## src/rtl/fft_spectrum_stream_pkg.sv

```systemverilog
// Shared constants and FSM encoding for the FFT spectrum streaming controller.
`timescale 1ns/1ps
`default_nettype none

package fft_spectrum_stream_pkg;

    localparam int FFT_WORD_SIZE   = 16;
    localparam int FFT_LOG2_POINTS = 12;
    localparam int FFT_EXP_WIDTH   = 6;
    localparam int FFT_EXT_BITS    = 18;

    typedef enum logic [1:0] {
        ST_IDLE   = 2'd0,
        ST_STREAM = 2'd1,
        ST_DROP   = 2'd2
    } out_state_t;

endpackage

`default_nettype wire

```

## src/rtl/fft_spectrum_stream_if.sv

```systemverilog
// Bundle of sample, core sink/source and magnitude output handshakes.
`timescale 1ns/1ps
`default_nettype none

interface fft_spectrum_stream_if
    import fft_spectrum_stream_pkg::*;
#(
    parameter int WORD_SIZE   = FFT_WORD_SIZE,
    parameter int LOG2_POINTS = FFT_LOG2_POINTS,
    parameter int EXP_WIDTH   = FFT_EXP_WIDTH
) ();

    logic                   inValid;
    logic [WORD_SIZE-1:0]   inData;
    logic                   inReady;

    logic                   coreSinkValid;
    logic                   coreSinkSop;
    logic                   coreSinkEop;
    logic [WORD_SIZE-1:0]   coreSinkReal;
    logic [WORD_SIZE-1:0]   coreSinkImag;
    logic                   coreSinkReady;

    logic                   coreSourceValid;
    logic                   coreSourceSop;
    logic                   coreSourceEop;
    logic [WORD_SIZE-1:0]   coreSourceReal;
    logic [WORD_SIZE-1:0]   coreSourceImag;
    logic [EXP_WIDTH-1:0]   coreSourceExp;
    logic                   coreSourceReady;

    logic [4:0]             gainShift;

    logic                   outValid;
    logic                   outReady;
    logic [WORD_SIZE-1:0]   outData;
    logic [LOG2_POINTS-1:0] outBin;
    logic                   outSop;
    logic                   outEop;
    logic                   satFlag;
    logic                   frameError;

    modport slave (
        input  inValid, inData, coreSinkReady,
        input  coreSourceValid, coreSourceSop, coreSourceEop,
        input  coreSourceReal, coreSourceImag, coreSourceExp,
        input  gainShift, outReady,
        output inReady, coreSinkValid, coreSinkSop, coreSinkEop,
        output coreSinkReal, coreSinkImag, coreSourceReady,
        output outValid, outData, outBin, outSop, outEop, satFlag, frameError
    );

    modport master (
        output inValid, inData, coreSinkReady,
        output coreSourceValid, coreSourceSop, coreSourceEop,
        output coreSourceReal, coreSourceImag, coreSourceExp,
        output gainShift, outReady,
        input  inReady, coreSinkValid, coreSinkSop, coreSinkEop,
        input  coreSinkReal, coreSinkImag, coreSourceReady,
        input  outValid, outData, outBin, outSop, outEop, satFlag, frameError
    );

endinterface

`default_nettype wire

```

## src/rtl/fft_spectrum_stream_bfp_magnitude.sv

```systemverilog
// Two-stage datapath: block-exponent normalisation, then alpha-max-beta-min
// magnitude with runtime gain and saturation.
`timescale 1ns/1ps
`default_nettype none

module bfp_magnitude
    import fft_spectrum_stream_pkg::*;
#(
    parameter int WORD_SIZE = FFT_WORD_SIZE,
    parameter int EXP_WIDTH = FFT_EXP_WIDTH,
    parameter int EXT_BITS  = FFT_EXT_BITS
) (
    input  wire logic                 clk,
    input  wire logic                 rst_n,
    input  wire logic                 en,
    input  wire logic [WORD_SIZE-1:0] re,
    input  wire logic [WORD_SIZE-1:0] im,
    input  wire logic [EXP_WIDTH-1:0] exp_in,
    input  wire logic [4:0]           gain,
    output logic      [WORD_SIZE-1:0] mag,
    output logic                      sat_hit
);

    localparam int EXT = WORD_SIZE + EXT_BITS;

    logic signed [EXT-1:0] re_ext, im_ext, re_shift, im_shift;
    logic signed [EXT-1:0] s1_re, s1_im;
    logic        [4:0]     s1_gain;
    logic [EXP_WIDTH-1:0]  exp_mag;

    logic [EXT-1:0]        abs_re, abs_im, max_v, min_v;
    logic [EXT:0]          sum, scaled;
    logic [WORD_SIZE-1:0]  mag_next;

    // Negative exponent scales up, positive scales down (arithmetic).
    always_comb begin
        re_ext  = {{EXT_BITS{re[WORD_SIZE-1]}}, re};
        im_ext  = {{EXT_BITS{im[WORD_SIZE-1]}}, im};
        exp_mag = exp_in[EXP_WIDTH-1] ? (~exp_in + 1'b1) : exp_in;
        if (exp_in[EXP_WIDTH-1]) begin
            re_shift = re_ext <<< exp_mag;
            im_shift = im_ext <<< exp_mag;
        end else begin
            re_shift = re_ext >>> exp_mag;
            im_shift = im_ext >>> exp_mag;
        end
    end

    always_comb begin
        abs_re   = s1_re[EXT-1] ? (~s1_re + 1'b1) : s1_re;
        abs_im   = s1_im[EXT-1] ? (~s1_im + 1'b1) : s1_im;
        max_v    = (abs_re > abs_im) ? abs_re : abs_im;
        min_v    = (abs_re > abs_im) ? abs_im : abs_re;
        sum      = {1'b0, max_v} + {3'b000, min_v[EXT-1:2]} + {4'b0000, min_v[EXT-1:3]};
        scaled   = sum >> s1_gain;
        sat_hit  = |scaled[EXT:WORD_SIZE];
        mag_next = sat_hit ? {WORD_SIZE{1'b1}} : scaled[WORD_SIZE-1:0];
    end

    always_ff @(posedge clk or negedge rst_n) begin
        if (!rst_n) begin
            s1_re   <= '0;
            s1_im   <= '0;
            s1_gain <= '0;
            mag     <= '0;
        end else if (en) begin
            s1_re   <= re_shift;
            s1_im   <= im_shift;
            s1_gain <= gain;
            mag     <= mag_next;
        end
    end

endmodule

`default_nettype wire

```

## src/rtl/fft_spectrum_stream.sv

```systemverilog
// Streaming controller around an FFT core: frames input samples into the core
// and turns block-floating-point results into a bin-indexed magnitude stream.
`timescale 1ns/1ps
`default_nettype none

module fft_spectrum_stream
    import fft_spectrum_stream_pkg::*;
#(
    parameter int WORD_SIZE     = FFT_WORD_SIZE,
    parameter int LOG2_POINTS   = FFT_LOG2_POINTS,
    parameter int EXP_WIDTH     = FFT_EXP_WIDTH,
    parameter int EXT_BITS      = FFT_EXT_BITS,
    parameter int HALF_SPECTRUM = 1
) (
    input  wire logic inClock,
    input  wire logic resetN,
    fft_spectrum_stream_if.slave bus
);

    localparam logic [LOG2_POINTS-1:0] LAST_BIN = (HALF_SPECTRUM != 0) ?
        {1'b0, {(LOG2_POINTS-1){1'b1}}} : {LOG2_POINTS{1'b1}};

    logic [LOG2_POINTS-1:0] sample_idx;

    assign bus.inReady       = bus.coreSinkReady;
    assign bus.coreSinkValid = bus.inValid;
    assign bus.coreSinkSop   = bus.inValid & (sample_idx == '0);
    assign bus.coreSinkEop   = bus.inValid & (sample_idx == '1);
    assign bus.coreSinkReal  = bus.inData;
    assign bus.coreSinkImag  = '0;

    always_ff @(posedge inClock or negedge resetN) begin
        if (!resetN)
            sample_idx <= '0;
        else if (bus.inValid && bus.coreSinkReady)
            sample_idx <= sample_idx + 1'b1;
    end

    out_state_t             state, beat_state;
    logic [LOG2_POINTS-1:0] bin_cnt, beat_bin;
    logic [EXP_WIDTH-1:0]   exp_latch, beat_exp;
    logic [4:0]             gain_latch, beat_gain;
    logic                   enable, accept, emit, frame_error;
    logic                   s1_valid, s1_sop, s1_eop;
    logic [LOG2_POINTS-1:0] s1_bin;
    logic                   out_valid, out_sop, out_eop, sat_flag, sat_hit;
    logic [LOG2_POINTS-1:0] out_bin;

    // A sop beat in DROP must wait for the pipeline, since it will be emitted.
    assign enable              = ~out_valid | bus.outReady;
    assign bus.coreSourceReady = enable | ((state == ST_DROP) & ~bus.coreSourceSop);
    assign accept              = bus.coreSourceValid & bus.coreSourceReady;

    always_comb begin
        beat_bin   = bus.coreSourceSop ? '0 : bin_cnt;
        beat_exp   = bus.coreSourceSop ? bus.coreSourceExp : exp_latch;
        beat_gain  = bus.coreSourceSop ? bus.gainShift : gain_latch;
        emit       = accept & (bus.coreSourceSop | (state == ST_STREAM));
        beat_state = ST_STREAM;
        if (bus.coreSourceEop)
            beat_state = ST_IDLE;
        else if ((HALF_SPECTRUM != 0) && (beat_bin == LAST_BIN))
            beat_state = ST_DROP;
    end

    // bin_cnt holds the bin index of the next non-sop beat.
    always_ff @(posedge inClock or negedge resetN) begin
        if (!resetN) begin
            state       <= ST_IDLE;
            bin_cnt     <= '0;
            exp_latch   <= '0;
            gain_latch  <= '0;
            frame_error <= 1'b0;
        end else begin
            frame_error <= 1'b0;
            if (accept) begin
                if (bus.coreSourceSop) begin
                    frame_error <= (bin_cnt != '0);
                    exp_latch   <= bus.coreSourceExp;
                    gain_latch  <= bus.gainShift;
                    bin_cnt     <= bus.coreSourceEop ? '0 : {{(LOG2_POINTS-1){1'b0}}, 1'b1};
                    state       <= beat_state;
                end else begin
                    case (state)
                        ST_STREAM: begin
                            bin_cnt <= bus.coreSourceEop ? '0 : bin_cnt + 1'b1;
                            state   <= beat_state;
                        end
                        ST_DROP: begin
                            bin_cnt <= bus.coreSourceEop ? '0 : bin_cnt + 1'b1;
                            if (bus.coreSourceEop)
                                state <= ST_IDLE;
                        end
                        default: ;
                    endcase
                end
            end
        end
    end

    always_ff @(posedge inClock or negedge resetN) begin
        if (!resetN) begin
            s1_valid  <= 1'b0;
            s1_sop    <= 1'b0;
            s1_eop    <= 1'b0;
            s1_bin    <= '0;
            out_valid <= 1'b0;
            out_sop   <= 1'b0;
            out_eop   <= 1'b0;
            out_bin   <= '0;
            sat_flag  <= 1'b0;
        end else if (enable) begin
            s1_valid  <= emit;
            s1_sop    <= bus.coreSourceSop;
            s1_eop    <= (beat_bin == LAST_BIN);
            s1_bin    <= beat_bin;
            out_valid <= s1_valid;
            out_sop   <= s1_sop;
            out_eop   <= s1_eop;
            out_bin   <= s1_bin;
            // A new frame's first bin clears the sticky flag, then its own clamp counts.
            if (s1_valid)
                sat_flag <= (sat_flag & ~s1_sop) | sat_hit;
        end
    end

    bfp_magnitude #(
        .WORD_SIZE (WORD_SIZE),
        .EXP_WIDTH (EXP_WIDTH),
        .EXT_BITS  (EXT_BITS)
    ) u_mag (
        .clk     (inClock),
        .rst_n   (resetN),
        .en      (enable),
        .re      (bus.coreSourceReal),
        .im      (bus.coreSourceImag),
        .exp_in  (beat_exp),
        .gain    (beat_gain),
        .mag     (bus.outData),
        .sat_hit (sat_hit)
    );

    assign bus.outValid   = out_valid;
    assign bus.outBin     = out_bin;
    assign bus.outSop     = out_sop;
    assign bus.outEop     = out_eop;
    assign bus.satFlag    = sat_flag;
    assign bus.frameError = frame_error;

endmodule

`default_nettype wire

```

## src/flat_wrapper.sv

```systemverilog
// flat-port wrapper written by rule: the top's interface ports become plain ports
module fft_spectrum_stream_flat import fft_spectrum_stream_pkg::*;
#(
    parameter int WORD_SIZE     = FFT_WORD_SIZE,
    parameter int LOG2_POINTS   = FFT_LOG2_POINTS,
    parameter int EXP_WIDTH     = FFT_EXP_WIDTH,
    parameter int EXT_BITS      = FFT_EXT_BITS,
    parameter int HALF_SPECTRUM = 1
)
  (inClock, resetN, bus_inValid, bus_inData, bus_coreSinkReady, bus_coreSourceValid, bus_coreSourceSop, bus_coreSourceEop, bus_coreSourceReal, bus_coreSourceImag, bus_coreSourceExp, bus_gainShift, bus_outReady, bus_inReady, bus_coreSinkValid, bus_coreSinkSop, bus_coreSinkEop, bus_coreSinkReal, bus_coreSinkImag, bus_coreSourceReady, bus_outValid, bus_outData, bus_outBin, bus_outSop, bus_outEop, bus_satFlag, bus_frameError);
  fft_spectrum_stream_if #(.WORD_SIZE(WORD_SIZE), .LOG2_POINTS(LOG2_POINTS), .EXP_WIDTH(EXP_WIDTH)) bus_i ();
  input  wire logic inClock;
  input  wire logic resetN;
  input wire logic [$bits(bus_i.inValid)-1:0] bus_inValid;
  input wire logic [$bits(bus_i.inData)-1:0] bus_inData;
  input wire logic [$bits(bus_i.coreSinkReady)-1:0] bus_coreSinkReady;
  input wire logic [$bits(bus_i.coreSourceValid)-1:0] bus_coreSourceValid;
  input wire logic [$bits(bus_i.coreSourceSop)-1:0] bus_coreSourceSop;
  input wire logic [$bits(bus_i.coreSourceEop)-1:0] bus_coreSourceEop;
  input wire logic [$bits(bus_i.coreSourceReal)-1:0] bus_coreSourceReal;
  input wire logic [$bits(bus_i.coreSourceImag)-1:0] bus_coreSourceImag;
  input wire logic [$bits(bus_i.coreSourceExp)-1:0] bus_coreSourceExp;
  input wire logic [$bits(bus_i.gainShift)-1:0] bus_gainShift;
  input wire logic [$bits(bus_i.outReady)-1:0] bus_outReady;
  output wire logic [$bits(bus_i.inReady)-1:0] bus_inReady;
  output wire logic [$bits(bus_i.coreSinkValid)-1:0] bus_coreSinkValid;
  output wire logic [$bits(bus_i.coreSinkSop)-1:0] bus_coreSinkSop;
  output wire logic [$bits(bus_i.coreSinkEop)-1:0] bus_coreSinkEop;
  output wire logic [$bits(bus_i.coreSinkReal)-1:0] bus_coreSinkReal;
  output wire logic [$bits(bus_i.coreSinkImag)-1:0] bus_coreSinkImag;
  output wire logic [$bits(bus_i.coreSourceReady)-1:0] bus_coreSourceReady;
  output wire logic [$bits(bus_i.outValid)-1:0] bus_outValid;
  output wire logic [$bits(bus_i.outData)-1:0] bus_outData;
  output wire logic [$bits(bus_i.outBin)-1:0] bus_outBin;
  output wire logic [$bits(bus_i.outSop)-1:0] bus_outSop;
  output wire logic [$bits(bus_i.outEop)-1:0] bus_outEop;
  output wire logic [$bits(bus_i.satFlag)-1:0] bus_satFlag;
  output wire logic [$bits(bus_i.frameError)-1:0] bus_frameError;
  assign bus_i.inValid = bus_inValid;
  assign bus_i.inData = bus_inData;
  assign bus_i.coreSinkReady = bus_coreSinkReady;
  assign bus_i.coreSourceValid = bus_coreSourceValid;
  assign bus_i.coreSourceSop = bus_coreSourceSop;
  assign bus_i.coreSourceEop = bus_coreSourceEop;
  assign bus_i.coreSourceReal = bus_coreSourceReal;
  assign bus_i.coreSourceImag = bus_coreSourceImag;
  assign bus_i.coreSourceExp = bus_coreSourceExp;
  assign bus_i.gainShift = bus_gainShift;
  assign bus_i.outReady = bus_outReady;
  assign bus_inReady = bus_i.inReady;
  assign bus_coreSinkValid = bus_i.coreSinkValid;
  assign bus_coreSinkSop = bus_i.coreSinkSop;
  assign bus_coreSinkEop = bus_i.coreSinkEop;
  assign bus_coreSinkReal = bus_i.coreSinkReal;
  assign bus_coreSinkImag = bus_i.coreSinkImag;
  assign bus_coreSourceReady = bus_i.coreSourceReady;
  assign bus_outValid = bus_i.outValid;
  assign bus_outData = bus_i.outData;
  assign bus_outBin = bus_i.outBin;
  assign bus_outSop = bus_i.outSop;
  assign bus_outEop = bus_i.outEop;
  assign bus_satFlag = bus_i.satFlag;
  assign bus_frameError = bus_i.frameError;
  fft_spectrum_stream #(.WORD_SIZE(WORD_SIZE), .LOG2_POINTS(LOG2_POINTS), .EXP_WIDTH(EXP_WIDTH), .EXT_BITS(EXT_BITS), .HALF_SPECTRUM(HALF_SPECTRUM)) u_core (.inClock(inClock), .resetN(resetN), .bus(bus_i));
endmodule
```

## config.mk

```make
export PLATFORM = sky130hd
export DESIGN_NAME = fft_spectrum_stream_flat
export DESIGN_NICKNAME = d
export VERILOG_FILES = /design/src/rtl/fft_spectrum_stream_pkg.sv /design/src/rtl/fft_spectrum_stream_if.sv /design/src/rtl/fft_spectrum_stream_bfp_magnitude.sv /design/src/rtl/fft_spectrum_stream.sv /design/src/flat_wrapper.sv
export SDC_FILE = /design/constraint.sdc
export NUM_CORES = 1
export LEC_CHECK = 0
export ABC_AREA = 1
export CORE_ASPECT_RATIO = 1.4
export CORE_MARGIN = 10
export CORE_UTILIZATION = 60
export CTS_BUF_LIST = sky130_fd_sc_hd__clkbuf_16
export DETAILED_ROUTE_END_ITERATION = 16
export PLACE_DENSITY = 0.89
export SLEW_MARGIN = 10
export SYNTH_ARGS = -nofsm -noshare
export SYNTH_HDL_FRONTEND = slang
export SYNTH_SLANG_ARGS = --single-unit
export TNS_END_PERCENT = 5
```

## constraint.sdc

```tcl
create_clock -name inClock -period 21.3 [get_ports inClock]
set_clock_uncertainty 0.05 [all_clocks]
set_input_delay 3.195 -clock inClock [delete_from_list [all_inputs] [get_ports inClock]]
set_output_delay 3.195 -clock inClock [all_outputs]
set_load 0.01 [all_outputs]
```

Yosys cells after proc, flatten, opt, wreduce, memory -nomap -nowiden
Index checks and enable logic that the tools add are counted.
{ "word_totals": {"regBits": 158, "inputBits": 67, "output_inout_bits": 70, "elab_cells": 85} }
{ "classes": {"addsub": 7, "magnitude_cmp": 1, "eq_ne": 5, "shifts": 5, "n_mux": 22, "bitwise_logic": 16, "n_reduce_logical": 10} }
{ "op_table": {"columns": ["cell", "n"], "rows": [
  ["two-way mux 34 bit", 6],
  ["adder 34 x 1 -> 34 bit, second input constant", 2],
  ["NOT 34 bit", 2],
  ["<<< shifter 16 x 6 -> 34 bit", 2],
  [">>> shifter 16 x 6 -> 34 bit", 2],
  ["two-way mux 12 bit", 4],
  ["adder 34 x 32 -> 35 bit", 1],
  ["adder 35 x 31 -> 35 bit", 1],
  ["right shift 35 x 5 -> 35 bit", 1],
  ["> comparator 34 bit", 1],
  ["adder 12 x 1 -> 12 bit, second input constant", 2],
  ["OR reduction 19 bit", 1],
  ["two-way mux 16 bit", 1],
  ["equality test 12 x 11 -> 1 bit, second input constant", 1],
  ["equality test 12 bit, second input constant", 1],
  ["logical NOT 12 bit", 1],
  ["two-way mux 6 bit", 2],
  ["nonzero test 12 bit", 1],
  ["two-way mux 2 bit", 4],
  ["adder 6 x 1 -> 6 bit, second input constant", 1],
  ["AND 1 bit", 6],
  ["NOT 6 bit", 1],
  ["two-way mux 5 bit", 1],
  ["OR 1 bit", 4],
  ["12 further kinds", 17]
]} }

Longest topological paths before layout
Gate-level depths: netlist of the first run.
{ "depth": {"depth_word": 10, "ltp_mapped": 58, "ltp_nobuf": 55} }

By module
From an unflattened synthesis of the first run, not the netlist that was laid out.
{ "unflattened": {"cells_unflattened": 3059, "hier_area_um2": 18788.0} }
{ "by_module_without_submodules": {"columns": ["module", "n_inst", "cells_each", "area_per_inst_um2", "seq_area_each_um2"], "rows": [
  ["bfp_magnitude", 1, 2620, 15189.6, 2227.1],
  ["fft_spectrum_stream", 1, 439, 3598.5, 1726.7]
]} }

Least setup slack after synthesis of the first run
Ideal clock, no wire load.
{ "synth_timing": {"path_kind": "reg2reg", "start": "register u_core.u_mag.s1_im[0]", "end": "register u_core.u_mag.mag[10]", "setup_time_ns": 0.113, "t_arrival_ns": 7.040, "t_required_ns": 21.137, "slack_ns": 14.097, "stages_incl_launch_ff": 54, "path_buffers": 4, "synth_period_minus_slack_ns": 7.203, "cell_sequence": "dfrtp_1 -> inv_2 -> ha_1 -> inv_1 -> nor3_1 -> nand2_1 -> nor3_1 -> nand4_1 -> nor2_1 -> nand4_1 -> o21ai_0 -> o21ai_0 -> a21oi_1 -> nand2_1 -> xor2_1 -> ha_1 -> nand2_1 -> nor2_1 -> [... 18 more ...] -> nand2_1 -> a21oi_1 -> nand2_2 -> a21oi_2 -> inv_1 -> nand3_1 -> nand3_2 -> nand3_1 -> nand2_1 -> nand2_1 -> nand2_1 -> nor2_2 -> nand2_2 -> o21bai_4 -> buf_8 -> nand3_2 -> nand2_1 -> inv_1"} }
{ "synth_between": {"elab_chain_cells": 10, "word_cells_on_any_way": 11, "classes_between": "add/sub: 3; order compare: 1; shift: 1; mux: 4; bitwise: 1; reduce/logical: 1"} }
{ "synth_rtl": {"columns": ["item", "line", "rtl"], "rows": [
  ["start: declaration", "fft_spectrum_stream_bfp_magnitude.sv:27", "logic signed [EXT-1:0] s1_re, s1_im;"],
  ["start signal: assignment", "fft_spectrum_stream_bfp_magnitude.sv:68", "s1_im <= im_shift;"],
  ["NOT 34 bit", "fft_spectrum_stream_bfp_magnitude.sv:51", "abs_im = s1_im[EXT-1] ? (~s1_im + 1'b1) : s1_im;"],
  ["adder 34 x 1 -> 34 bit", "fft_spectrum_stream_bfp_magnitude.sv:51", null],
  ["two-way mux 34 bit (*)", "fft_spectrum_stream_bfp_magnitude.sv:51", null],
  ["> comparator 34 bit", "fft_spectrum_stream_bfp_magnitude.sv:52, fft_spectrum_stream_bfp_magnitude.sv:53", null],
  ["two-way mux 34 bit (on tied branches)", "fft_spectrum_stream_bfp_magnitude.sv:52, fft_spectrum_stream_bfp_magnitude.sv:53", null],
  ["adder 34 x 32 -> 35 bit", "fft_spectrum_stream_bfp_magnitude.sv:54", "sum = {1'b0, max_v} + {3'b000, min_v[EXT-1:2]} + {4'b0000, min_v[EXT-1:3]};"],
  ["adder 35 x 31 -> 35 bit (*)", "fft_spectrum_stream_bfp_magnitude.sv:54", null],
  ["right shift 35 x 5 -> 35 bit (*)", "fft_spectrum_stream_bfp_magnitude.sv:55", "scaled = sum >> s1_gain;"],
  ["OR reduction 19 bit", "fft_spectrum_stream_bfp_magnitude.sv:56", "sat_hit = |scaled[EXT:WORD_SIZE];"],
  ["two-way mux 16 bit (*)", "fft_spectrum_stream_bfp_magnitude.sv:57", "mag_next = sat_hit ? {WORD_SIZE{1'b1}} : scaled[WORD_SIZE-1:0];"],
  ["end signal: assignment", "fft_spectrum_stream_bfp_magnitude.sv:70", "mag <= mag_next;"],
  ["end: declaration", "fft_spectrum_stream_bfp_magnitude.sv:20", "output logic [WORD_SIZE-1:0] mag,"]
]} }
Every way passes the cells marked *; elsewhere a longest branch is shown, timed or not.
A chain may end at the register's enable or synchronous reset.

Worst setup path in the final report of the first run
{ "layout_timing": {"start": "register u_core.u_mag.s1_im[0]", "end": "register u_core.u_mag.mag[1]"} }
Same word-level chain as after synthesis.

==> results, run 1 <==
- The run finished with clean final reports.
- For this run, the register share of the synthesized area comes to 0.211.
- The period utilization is 0.452.
- The share of synthesized flip-flops with an asynchronous set or reset is 1.00.
- The peak clock frequency supported by timing is 104 MHz.
- The average routed wire per standard cell is 17.9 um.
- The initial antenna violation count is 0.
- In this run the remaining antenna-violating nets after routing total 0.
- For this design, the CTS-stage hold fixing added 0 buffers.
- Buffers placed on the I/O ports in this run total 88.
- The number of cells on the critical path is 50.
- In this design, the stage delay of the slowest critical-path cell is 0.52 ns.
- Of all nets on the critical path, the largest fanout is 78.
- The via count is 20237.
- The most common cell in the netlist is sky130_fd_sc_hd__nand2_1.
- Measured against its own limit, the worst slew margin works out to 0.200.
- After floorplanning, the core was sized to cover 0.0308 mm2.
- The hold violation count in the final report is 0.
- The setup slack of the most critical reg-to-reg path is 11.67 ns.
- The die is 229 um tall.
- The via count of the first global-routing pass was 19084.
- In this run, the number of DRC markers left after iteration 0 of detailed routing was 1945.
- The number of setup buffers added after CTS is 0.
- The largest area contributor in the netlist is sky130_fd_sc_hd__dfrtp_1.
- Setup repair after global routing left no endpoint under its margin.
- After synthesis, the cell types taking the most area are sky130_fd_sc_hd__dfrtp_1 (21%), sky130_fd_sc_hd__nand2_1 (16%), sky130_fd_sc_hd__o21ai_0 (10%).
- The worst setup path is launched from a register.
- The class of the tightest hold or removal check is reg2reg.
- The total routing resource utilization after global routing is 0.306.
- The worst register-to-register path begins at u_core.u_mag.s1_im[0].
- Following the worst setup path forward leads to its endpoint at u_core.u_mag.mag[1].
- The endpoint type of the worst setup path is a register.
- The root buffer cell chosen for the clock tree is sky130_fd_sc_hd__clkbuf_16.
- After synthesis, the mean cell area works out to 6.13 um2.
- The count of H-tree levels built during CTS is 4.
- The first-pass GRT wire length is 97500 um.
- On the critical path, the stage with the largest delay is an instance of sky130_fd_sc_hd__fa_1.
- Wires add up to 61100 um.
- The number of top-level pins is 137.
- The filler cell count in the final layout is 2898.
- The worst register-to-register path ends at u_core.u_mag.mag[1].
- The initial core utilization is 0.609.
- The share of final-layout standard cells stronger than drive strength 1 is 0.0538.
- The clock reaches the later pin of the worst-skew pair after 0.46 ns.
- The most instantiated flip-flop cell in the synthesis netlist is sky130_fd_sc_hd__dfrtp_1.
- After detailed routing, the number of vias per cell comes to 5.91.
- The critical path starts at u_core.u_mag.s1_im[0].
- The category of the most critical setup path is reg2reg.
- The post-synth design cell area is 0.0187 mm2.
- The full die area is 0.0388 mm2.
- The number of setup violations in the final report is 0.
- The quantity of gates resized following cts is 0.
- The number of antenna diodes in the final layout is 0.
- The overall die width is 169 um.
- For this run, the detailed router's first-pass iteration total came to 6.
- The smallest clock period supported by the final layout is computed as 9.63 ns.
- In the routed design, unresolved DRC markers number 0.
- The cell that appears most often on the critical path is sky130_fd_sc_hd__nand2_1.
- The total count of max-transition violations in the final report was 0.
- Counting distinct cell types in the post-synthesis netlist gives 61.
- Summed over all failing endpoints, the final setup total negative slack is 0 ns.
- Of the post-synthesis cell area, the dominant cell type holds 0.211.
- On the critical path the largest part of the delay comes from simple AND/OR/NAND/NOR gates.
- The actual transition at the worst max-transition pin is 1.20 ns.
- The critical path required time is 21.61 ns.
- After clock tree synthesis, the clock-pin slew on the worst setup and hold paths is 0.08 ns.
- The pin count of the biggest net entering global routing is 95.
- The critical path contains buffers and inverters numbering 10 combined.
- The total overflow left after global routing is 0.
- After floorplanning, the core was divided into 76 placement rows.
- Counting flops with a built-in enable in the synthesized netlist gives 0.
- For this run, the post-layout net count is 3193.
- For the worst flop-to-flop path, the logic depth is 50.
- The HPWL after detailed placement is 48100 um.
- The count of yosys warnings during synthesis is 0.
- Counting the buffers created by CTS gives 17.
- The post-synthesis to final-layout area growth is 6.93%.
- Synthesis inferred 158 register bits.
- The max-capacitance violation count is 0.
- The worst hold path begins at u_core.sample_idx[10].
- The routability congestion estimate is 1.08.
- The number of sinks driven by the clock tree is 158.
- Synthesis produced 3057 cells.
- In the synthesized netlist, the cells that appear most often are sky130_fd_sc_hd__nand2_1 (816), sky130_fd_sc_hd__inv_1 (419), sky130_fd_sc_hd__o21ai_0 (385).
- The longest clock path from root to sink contains 2 buffers.
- The CTS tree is done.
- Data arrives at the worst endpoint at 9.94 ns.
## through the flow
stage,cell area (um2),instances,util,setup slack [ns],hold WS (ns)
2_1_floorplan,18800,3072,-,14.10,0.382
3_3_place_gp,19500,3390,0.631,12.16,0.405
3_5_place_dp,19500,3390,0.631,11.92,0.411
4_1_cts,20000,3422,0.651,11.93,0.426
5_1_grt,20000,3422,0.651,10.82,0.437
6_report,20000,3422,0.651,11.67,0.423
## sequential cells by signal, summed over array words and instances, names as in the netlist
register	count
u_core.gain_latch	5
u_core.s1_bin	12
u_core.bin_cnt	12
u_core.state	2
u_core.sample_idx	12
u_core.s1_valid	1
u_core.s1_eop	1
u_core.bus.satFlag	1
u_core.bus.outEop	1
u_core.s1_sop	1
u_core.exp_latch	6
u_core.u_mag.mag	16
u_core.u_mag.s1_re	34
u_core.u_mag.s1_im	34
u_core.bus.outBin	12
u_core.u_mag.s1_gain	5
u_core.bus.outSop	1
u_core.bus.outValid	1
u_core.bus.frameError	1
## kinds of logic after synthesis
| family | synth area share |
|---|---|
| AO/OA/AOI/OAI | 0.204 |
| XOR/XNOR | 0.0434 |
| adder cells (fa/ha/maj) | 0.0822 |
| buffers and inverters | 0.134 |
| flip-flops | 0.211 |
| multiplexers | 0.00427 |
| other | 0.000200 |
| AND/OR/NAND/NOR | 0.320 |
## placed cells by master (no fill, tap or decap), drive strengths merged, types with 3 or more instances in the layout
master and instances:
a221o 6, ha 80, a22oi 20, dfrtp 158, nor3 32, xor2 75
a211oi 4, o22ai 13, clkdlybuf4s50 87, inv 441, a32oi 5, nor2 214
nand3 231, o21ai 410, o31ai 7, xnor2 18, o21bai 8, clkbuf 17
nand2 830, clkinv 10, mux2i 8, conb 16, nand4 23, o21a 4
o221ai 4, and2 3, a211o 9, fa 27, a21o 5, o211ai 18
nor4 16, or2 31, a21oi 156, a31oi 17, buf 19
## worst register-to-register path, delay by kind of cell (launching register included)
family | cells | cell delay [ns]
fa+ha+maj | 4 | 1.35
xor+xnor | 1 | 0.19
simple gates | 28 | 4.24
buf+inv | 10 | 1.51
compound gates | 7 | 1.74
flops | 1 | 0.47
## layout make-up
class                   instances  area [um2]  share of cell area
flip-flops and latches        158        3950               0.197
well taps                     390         488              0.0243
clock inverters                15         169             0.00843
repair buffers                106        1020              0.0507
inverters                     437        1640              0.0818
multi-input cells            2299       12400               0.616
clock buffers                  17         425              0.0212
## layer usage
| metal | track usage | part of all wire | vias to the layer above | wire length [um] |
|---|---|---|---|---|
| li1 | - | - | 9796 | - |
| met1 | 0.335 | 0.37 | 9323 | 22800 |
| met2 | 0.544 | 0.51 | 891 | 31000 |
| met3 | 0.0403 | 0.055 | 227 | 3370 |
| met4 | 0.186 | 0.065 | 0 | 3980 |
| met5 | 0 | 0 | - | 0 |
## worst min-delay path by stage
stage	end	slack [ns]	cells past startpoint
CTS	u_core.bus.outBin[0]	0.43	2
global placement	u_core.sample_idx[10]	0.41	1
finish	u_core.sample_idx[10]	0.42	1
floorplan	u_core.bus.outValid	0.38	2
detailed placement	u_core.bus.outBin[8]	0.41	2
global route	u_core.sample_idx[10]	0.44	1
Power of run 1 is not shown: default switching activity piles up to over one toggle a cycle in this logic, so the estimate is an artifact.
==> inputs of run 2 (changes only) <==
--- a/config.mk
+++ b/config.mk
@@ -8,10 +8,10 @@
 export ABC_AREA = 1
 export CORE_ASPECT_RATIO = 1.4
 export CORE_MARGIN = 10
-export CORE_UTILIZATION = 60
+export CORE_UTILIZATION = 55
 export CTS_BUF_LIST = sky130_fd_sc_hd__clkbuf_16
 export DETAILED_ROUTE_END_ITERATION = 16
-export PLACE_DENSITY = 0.89
+export PLACE_DENSITY = 0.87
 export SLEW_MARGIN = 10
 export SYNTH_ARGS = -nofsm -noshare
 export SYNTH_HDL_FRONTEND = slang
==> constraint.sdc (replaced) <==
create_clock -name inClock -period 8.3 [get_ports inClock]
set_clock_uncertainty 0.05 [all_clocks]
set_input_delay 1.245 -clock inClock [delete_from_list [all_inputs] [get_ports inClock]]
set_output_delay 1.245 -clock inClock [all_outputs]
set_load 0.01 [all_outputs]
==> run 2 against run 1 <==
Fmax increased by 24%. Global-route usage decreased by 2.3 points. First-iteration DRC count decreased by 12%. Critical path depth increased by 6. Non-clock buffer count increased by 164. Register-to-register slack got worse by 11 ns. Cell count increased by 6.4%. Sequential share of layout area decreased by 1.5 points. Utilization decreased by 0.29 points. Via count increased by 2.5%. Hold slack got worse by 0.0076 ns. Critical path type unchanged.
==> results, run 2 (synthesis gave the netlist of run 1 again) <==
- The flow ran to the end, and the final reports show no timing, DRC or antenna violations.
- The remaining number of nets flagged by the antenna check after routing is 0 (unchanged).
- The final-layout setup total negative slack is 0 ns (unchanged).
- The most common cell after layout, fill and taps aside is sky130_fd_sc_hd__nand2_1.
- The hold violation count in the final report was 0 (unchanged).
- The residual overflow from global routing is 0 (unchanged).
- The largest individual stage delay along the critical path comes from the cell sky130_fd_sc_hd__fa_1.
- The detailed placer's ending HPWL is 48900 um (+1.7%).
- The first-pass GRT wire length is 98300 um (+0.84%).
- The max-capacitance violation count is 0 (unchanged).
- The peak clock frequency supported by timing came to 128 MHz (+24%).
- The setup slack of the most critical reg-to-reg path is 0.51 ns (-11.16 ns).
- The critical path in this run is classified as reg2reg.
- The clock insertion delay at the later pin of the skew report is 0.44 ns (-0.02 ns).
- The category of the worst setup path launch point is a register.
- The minimum hold slack is 0.416 ns (-0.00765 ns).
- The core footprint is 0.0334 mm2 (+8.4%).
- The utilization after layout is 0.648 (-0.00289).
- The average routed wire per standard cell was 16.7 um (-6.6%).
- The DRC violations left came to 0 (unchanged).
- The routability congestion estimate came to 1.07 (-0.97%).
- The number of top-level pins is 137 (unchanged).
- The delay of the slowest cell on the worst path is 0.51 ns (about the same).
- The initial detailed-routing violation count is 1707 (-12%).
- The number of buffers inserted by port buffering is 88 (unchanged).
- The relative slew slack is 0.242 (+0.0424).
- The shortest period the worst path allows was 7.79 ns (-1.84 ns).
- The worst register-to-register path begins at u_core.u_mag.s1_im[0].
- The cell count of the worst hold path was 2 (+1).
- The share of final-layout standard cells stronger than drive strength 1 is 0.115 (+0.0617).
- The total number of placement rows was 79 (+3.9%).
- The final layout net count came to 3357 (+5.1%).
- The number of detailed-routing iterations run before antenna repair came to 6 (unchanged).
- The overall die width came to 176 um (+3.9%).
- The height of the die is 238 um (+4.1%).
- The deepest clock path buffer count is 2 (unchanged).
- The worst setup path is captured at a register.
- The number of sinks driven by the clock tree is 158 (unchanged).
- The clock root buffer master is sky130_fd_sc_hd__clkbuf_16.
- The arrival time at the worst endpoint is 8.08 ns (-1.86 ns).
- The biggest fanout along the worst timing path is 22 (-72%).
- The clock-pin transition on the worst setup and hold timing paths was 0.08 ns (about the same).
- The worst hold path begins at u_core.s1_valid.
- The aggregate routed wire length is 60800 um (-0.59%).
- The critical path's most frequent cell is sky130_fd_sc_hd__nand2_1.
- The via-per-instance ratio is 5.70 (-3.6%).
- TritonCTS built the clock tree.
- The initial core utilization is 0.561 (-0.0474).
- The total routing resource utilization after global routing is 0.282 (-0.0233).
- The reg-to-reg critical path endpoint is u_core.u_mag.mag[2].
- The full die area is 0.0420 mm2 (+8.1%).
- The post-synthesis to final-layout area growth is 15.4%.
- The min-delay analysis places its worst path in the category reg2reg.
- The via count was 20749 (+2.5%).
- The number of setup violations in the final report is 0 (unchanged).
- The number of buffers added by the clock tree synthesis step is 17 (unchanged).
- The period utilization came to 0.939 (+0.487).
- The initial antenna violation count is 0 (unchanged).
- The count of H-tree levels built during CTS was 4 (unchanged).
- In the final layout, the registers with the most flip-flops are u_core.u_mag.s1_im: 34 flops, u_core.u_mag.s1_re: 34 flops, u_core.u_mag.mag: 16 flops.
- The critical path required time is 8.59 ns (-13.02 ns).
- The actual transition at the worst max-transition pin is 1.13 ns (-0.0706 ns).
- The worst-case reg-to-reg path depth is 56 (+12%).
- The total count of max-transition violations in the final report is 0 (unchanged).
- The worst hold path terminates at u_core.bus.outValid.
- The via count of the first global-routing pass came to 20090 (+5.3%).
- The number of inserted diodes is 0 (unchanged).
- The pin count of the biggest net entering global routing was 83 (-13%).
- The library cells used most frequently in the layout, excluding fill and tap cells, are sky130_fd_sc_hd__nand2_1 (812), sky130_fd_sc_hd__inv_1 (414), sky130_fd_sc_hd__o21ai_0 (355).
-- run 2: layout make-up --
class	instances	area, um2
multi-input cells	2299	12600
clock inverters	15	211
repair buffers	270	2300
flip-flops and latches	158	3950
inverters	437	1640
clock buffers	17	425
well taps	445	557
fillers	3142	11800
-- run 2: critical path: cells and delay by family (launching register included) --
| family | cells | cell delay (ns) |
|---|---|---|
| AO/OA/AOI/OAI | 6 | 0.89 |
| XOR/XNOR | 1 | 0.20 |
| adder cells (fa/ha/maj) | 4 | 1.28 |
| buffers and inverters | 11 | 1.14 |
| flip-flops | 1 | 0.39 |
| AND/OR/NAND/NOR | 34 | 3.71 |
-- run 2: worst max-delay path by stage --
stage	start	endpoint	slack, ns	depth (start not counted)
after floorplan	u_core.u_mag.s1_im[0]	u_core.u_mag.mag[7]	1.10	53
after global placement	u_core.u_mag.s1_im[0]	u_core.u_mag.mag[3]	0.24	55
after detailed placement	u_core.u_mag.s1_im[0]	u_core.u_mag.mag[2]	0.03	55
after CTS	u_core.u_mag.s1_im[0]	u_core.u_mag.mag[0]	0.004	55
after global routing	u_core.u_mag.s1_im[0]	u_core.u_mag.mag[2]	-0.06	54
final	u_core.u_mag.s1_im[0]	u_core.u_mag.mag[2]	0.51	56
-- run 2: repair_timing --
item	4_1_cts	5_1_grt
gates resized for setup	0	79
endpoints found under the setup margin	0	17
buffers inserted	0	4
hold buffers	0	0
-- run 2: routing by layer --
metal / up-vias / share of wire / GRT usage
li1: 10127 / - / -
met1: 9594 / 0.38 / 0.302
met2: 781 / 0.51 / 0.512
met3: 247 / 0.047 / 0.0315
met4: 0 / 0.071 / 0.188
met5: - / 0 / 0
-- run 2: metrics by stage --
| stage | area [um2] | instances | setup slack, ns |
|---|---|---|---|
| final | 21600 | 3641 | 0.509 |
| after global routing | 21600 | 3641 | -0.0606 |
| after detailed placement | 20800 | 3605 | 0.0284 |
| after global placement | 20800 | 3605 | 0.237 |
| after floorplan | 18800 | 3072 | 1.10 |
| after CTS | 21400 | 3637 | 0.00351 |
Power of run 2 is left out for the same reason.
